### config.mk
export PLATFORM = sky130hd
export DESIGN_NAME = serial_adder_ctrl
export DESIGN_NICKNAME = d
export VERILOG_FILES = /design/src/rtl/serial_adder_ctrl.sv
export SDC_FILE = /design/constraint.sdc
export NUM_CORES = 1
export LEC_CHECK = 0
export ABC_AREA = 1
export CAP_MARGIN = 5
export CORE_UTILIZATION = 33
export CTS_BUF_LIST = sky130_fd_sc_hd__clkbuf_16
export DETAILED_ROUTE_END_ITERATION = 7
export GPL_TIMING_DRIVEN = 0
export PLACE_DENSITY = 0.67
export SETUP_SLACK_MARGIN = 0.5
export SYNTH_ARGS = -nofsm -noshare
export SYNTH_HDL_FRONTEND = slang
export SYNTH_HIERARCHICAL = 1
export SYNTH_SLANG_ARGS = --single-unit
### constraint.sdc
create_clock -name clk -period 1.38 [get_ports clk]
set_input_delay 0.207 -clock clk [delete_from_list [all_inputs] [get_ports clk]]
set_output_delay 0.207 -clock clk [all_outputs]
set_load 0.01 [all_outputs]
### src/rtl/serial_adder_ctrl.sv
// serial_adder_ctrl: bit-serial WIDTH-bit adder built around one full_adder2.
// Operands are latched on an accepted start and consumed LSB first, one bit
// per clock. The sum, carry-out and overflow are registered on the final RUN
// edge, and done pulses for one cycle.
// Optional feature: define SERIAL_ADDER_OVF_EN to build the signed-overflow
// flag. Without it, ovf is tied to 0 and the port list is unchanged.

module full_adder2 (
  input  logic x,
  input  logic y,
  input  logic cin,
  output logic s,
  output logic cout
);
  // One-bit full adder.
  assign s    = x ^ y ^ cin;
  assign cout = (x & y) | (cin & (x ^ y));
endmodule

module serial_adder_ctrl #(
  parameter int WIDTH = 8
) (
  input  logic             clk,
  input  logic             reset,
  input  logic             start,
  input  logic [WIDTH-1:0] a,
  input  logic [WIDTH-1:0] b,
  input  logic             cin,
  output logic             busy,
  output logic             done,
  output logic [WIDTH-1:0] sum,
  output logic             cout,
  output logic             ovf
);
  localparam int CNT_W = $clog2(WIDTH);
  localparam logic [CNT_W-1:0] LAST_BIT = CNT_W'(WIDTH - 1);

  typedef enum logic [1:0] {
    S_IDLE = 2'd0,
    S_RUN  = 2'd1,
    S_DONE = 2'd2
  } state_t;

  state_t           state_reg;
  logic [WIDTH-1:0] a_sr_reg;
  logic [WIDTH-1:0] b_sr_reg;
  logic [WIDTH-1:0] s_sr_reg;
  logic             carry_reg;
  logic [CNT_W-1:0] cnt_reg;
  logic             busy_reg;
  logic             done_reg;
  logic [WIDTH-1:0] sum_reg;
  logic             cout_reg;
  logic             fa_s;
  logic             fa_cout;

  // The single shared adder cell, fed from the operand LSBs and the carry flop.
  full_adder2 u_fa (
    .x    (a_sr_reg[0]),
    .y    (b_sr_reg[0]),
    .cin  (carry_reg),
    .s    (fa_s),
    .cout (fa_cout)
  );

  // Sequencer: load on start, shift one bit per RUN edge, register results.
  always_ff @(posedge clk) begin
    if (reset) begin
      state_reg <= S_IDLE;
      a_sr_reg  <= '0;
      b_sr_reg  <= '0;
      s_sr_reg  <= '0;
      carry_reg <= 1'b0;
      cnt_reg   <= '0;
      busy_reg  <= 1'b0;
      done_reg  <= 1'b0;
      sum_reg   <= '0;
      cout_reg  <= 1'b0;
    end else begin
      case (state_reg)
        S_IDLE: begin
          done_reg <= 1'b0;
          if (start) begin
            a_sr_reg  <= a;
            b_sr_reg  <= b;
            carry_reg <= cin;
            cnt_reg   <= '0;
            busy_reg  <= 1'b1;
            state_reg <= S_RUN;
          end
        end
        S_RUN: begin
          a_sr_reg  <= a_sr_reg >> 1;
          b_sr_reg  <= b_sr_reg >> 1;
          s_sr_reg  <= {fa_s, s_sr_reg[WIDTH-1:1]};
          carry_reg <= fa_cout;
          if (cnt_reg == LAST_BIT) begin
            // Counter holds on the last bit so it never wraps mid-operation.
            sum_reg   <= {fa_s, s_sr_reg[WIDTH-1:1]};
            cout_reg  <= fa_cout;
            busy_reg  <= 1'b0;
            done_reg  <= 1'b1;
            state_reg <= S_DONE;
          end else begin
            cnt_reg <= cnt_reg + CNT_W'(1);
          end
        end
        S_DONE: begin
          done_reg  <= 1'b0;
          state_reg <= S_IDLE;
        end
        default: begin
          busy_reg  <= 1'b0;
          done_reg  <= 1'b0;
          state_reg <= S_IDLE;
        end
      endcase
    end
  end

`ifdef SERIAL_ADDER_OVF_EN
  logic ovf_reg;

  // During the last RUN cycle the carry flop holds the carry into the MSB,
  // so XOR with the MSB carry-out gives two's-complement overflow.
  always_ff @(posedge clk) begin
    if (reset) begin
      ovf_reg <= 1'b0;
    end else if (state_reg == S_RUN && cnt_reg == LAST_BIT) begin
      ovf_reg <= carry_reg ^ fa_cout;
    end
  end

  assign ovf = ovf_reg;
`else
  assign ovf = 1'b0;
`endif

  assign busy = busy_reg;
  assign done = done_reg;
  assign sum  = sum_reg;
  assign cout = cout_reg;

endmodule

==> results_dict.tcl <==
set metrics [dict create \
    post_drt_via_cell_ratio 4.866 \
    fmax_ghz 0.8177 \
    path_clk_slew_ps 60 \
    cap_violations 0 \
    rsz0062_at_grt "true" \
    port_buffers 30 \
    placed_cells 348 \
    finalCritPeriodShare 0.8862 \
    ys_seq_elements 40 \
    netSwitchingPower_uw 856.0 \
    clk_path_buf_depth 2 \
    r2r_cells 7 \
    area_growth_pct 63.97 \
    cts-root-buf "clkbuf_16" \
    antenna_found_initial 0 \
    die_h_um 78.91 \
    gr-usage-all-layers 0.1761 \
    p_comb_frac 0.208 \
    cts_buffers 5 \
    ir_drop_mv 0.6118 \
    grt_max_degree 14 \
    hold_depth 2 \
    power_density_nw_per_um2 956.9 \
    drc 0 \
    synth.avg_cell_area_sq_um 7.934 \
    yosysWarnings 6 \
    overflow 0 \
    gp_congestion 0.7563 \
    p_leak_uw 0.001372 \
    start_kind "flip-flop" \
    netlist_instances 246 \
    clock_latency_ps 290 \
    end_kind "flip-flop" \
    most-common-layout-cells "32 x inv_1, 26 x nor2_1, 25 x nand3_2, 25 x dfxtp_1, 23 x buf_6" \
    synth_top_flop_cell "dfxtp_1" \
    drtIter0Drc 84 \
    antenna_cells 0 \
    clock_power_share 0.380 \
    grt_pass1_vias 1780 \
    fin_area_sq_um 3201 \
    slew_violations 0 \
    cts_tree "yes" \
    syn-num-nets 269 \
    power_uw 3063 \
    async_flop_share 0 \
    slowest_delay_ps 360 \
    dp_slack_ps -283.7 \
    io_pins 32 \
    finalWorstSetupSlack_ps 157.0 \
    rows 27 \
    synth.yosys.seq_area_share 0.4103 \
    synth_area_sq_um 1952 \
    cpMostUsedCell "ha_4" \
    htree_levels 2 \
    hold_path_class "primary input to flip-flop" \
    fill_cells 480 \
    routed_wl_um 5527 \
    fin_skew_ps 4.894 \
    finalHoldViolCount 0 \
    dpl_cell_area_sq_um 2402 \
    intPower_uw 2207 \
    synth_edf_count 0 \
    final_common_cell "inv_1" \
    die_w_um 78.91 \
    routedWlPerCell_um 14.28 \
    critPathKind "flip-flop to flip-flop" \
    stdcell_count 387 \
    hpwl_um 2910 \
    final-setup-viol-count 0 \
    worstPathRequired_ps 1610 \
    switching_share 0.2795 \
    dieArea_sq_um 6226 \
    cp_max_fo 5 \
    path_cells "ha_4 > ha_4 > nand2_4 > nor2_4 > buf_4 > o21ai_1 > nor2_1" \
    power.share.sequential 0.412 \
    drive_above_1_share 0.5016 \
    ant_nets 0 \
    final_core_utilization 0.5707 \
    nets 337 \
    outcome "completed" \
    vias 1883 \
    start_util 0.3481 \
    numClockSinks 40 \
    post-route-min-period_ps 1223 \
    core_sq_um 5608 \
    worstPathArrival_ps 1450 \
    grt_pass1_wl_um 8411 \
    cpMaxStageDelayCell "dfxtp_4" \
    dr.pass1.iters 5 \
    synth_cell_types 27 \
    cts-hold-fix-buffers 0 \
]
-- per-stage QoR --
step | hold WS [ps] | TNS (ps)
after floorplan | 276.1 | 0
after global placement | 463.1 | -6159
after detailed placement | 465.6 | -6096
after CTS | 385.7 | 0
after global routing | 428.0 | 0
final | 399.5 | 0
-- Yosys cell counts, types with 3 or more instances --
library cell / n / area share
dfxtp_1: 40 / 0.41
nand2_1: 23 / 0.044
nor2_1: 32 / 0.062
buf_6: 3 / 0.017
nand3_2: 14 / 0.072
a21oi_2: 11 / 0.049
o21ai_0: 16 / 0.041
nand3_1: 35 / 0.090
buf_4: 3 / 0.012
a21oi_1: 13 / 0.033
inv_1: 35 / 0.067
-- routing by layer --
metal  track usage  vias up  share of wire
li1              -      923              -
met1        0.2122      912           0.42
met2        0.2948       40           0.52
met3       0.04713        8          0.041
met4       0.07455        0          0.016
met5             0        -              0
-- timing repair --
item | 4_1_cts | 5_1_grt
setup buffers | 22 | 4
gates resized for setup | 105 | 43
setup endpoints to repair | 51 | 51
pin swaps | 17 | 21
cloned | 5 | 0
-- critical path, delay by kind of cell (launching register included) --
| kind | cells | cell delay [ps] |
|---|---|---|
| fa+ha+maj | 2 | 290 |
| flops | 1 | 360 |
| simple gates | 3 | 290 |
| buf+inv | 1 | 170 |
| compound gates | 1 | 60 |
-- cells by family (layout without fill, tap and decap cells) --
| group | Yosys count | count (layout) | share of synthesized area |
|---|---|---|---|
| other cells | 1 | 1 | 0.001921 |
| compound gates | 41 | 41 | 0.1263 |
| simple gates | 110 | 110 | 0.2981 |
| flops | 40 | 40 | 0.4103 |
| fa+ha+maj | 3 | 3 | 0.02308 |
| buf+inv | 51 | 120 | 0.1404 |
-- final timing paths --
kind	slack [ps]	endpoint	start
max	160	sum[5]	cnt_reg[0]
min	400	a_sr_reg[1]	reset
max reg2reg	160	sum[5]	cnt_reg[0]
min reg2reg	470	b_sr_reg[4]	b_sr_reg[4]
-- layout make-up --
type,instances,area (sq um),area share
Sequential cell,40,824.5,0.2576
Clock buffer,5,125.1,0.03909
Tap cell,72,90.09,0.02815
Inverter,37,153.9,0.04808
Buffer,14,165.2,0.05160
Multi-Input combinational cell,155,1165,0.3640
Timing Repair Buffer,61,659.4,0.2060
Clock inverter,3,17.52,0.005473
-- power by group through the flow --
stage / clock (uW) / combinational (uW) / sequential [uW]
after floorplan: 0 / 276 / 1280
after global placement: 0 / 389 / 1280
after detailed placement: 0 / 392 / 1280
after CTS: 1160 / 546 / 1260
after global routing: 1210 / 683 / 1270
final: 1160 / 637 / 1260
(Power assumes the default switching activity.)
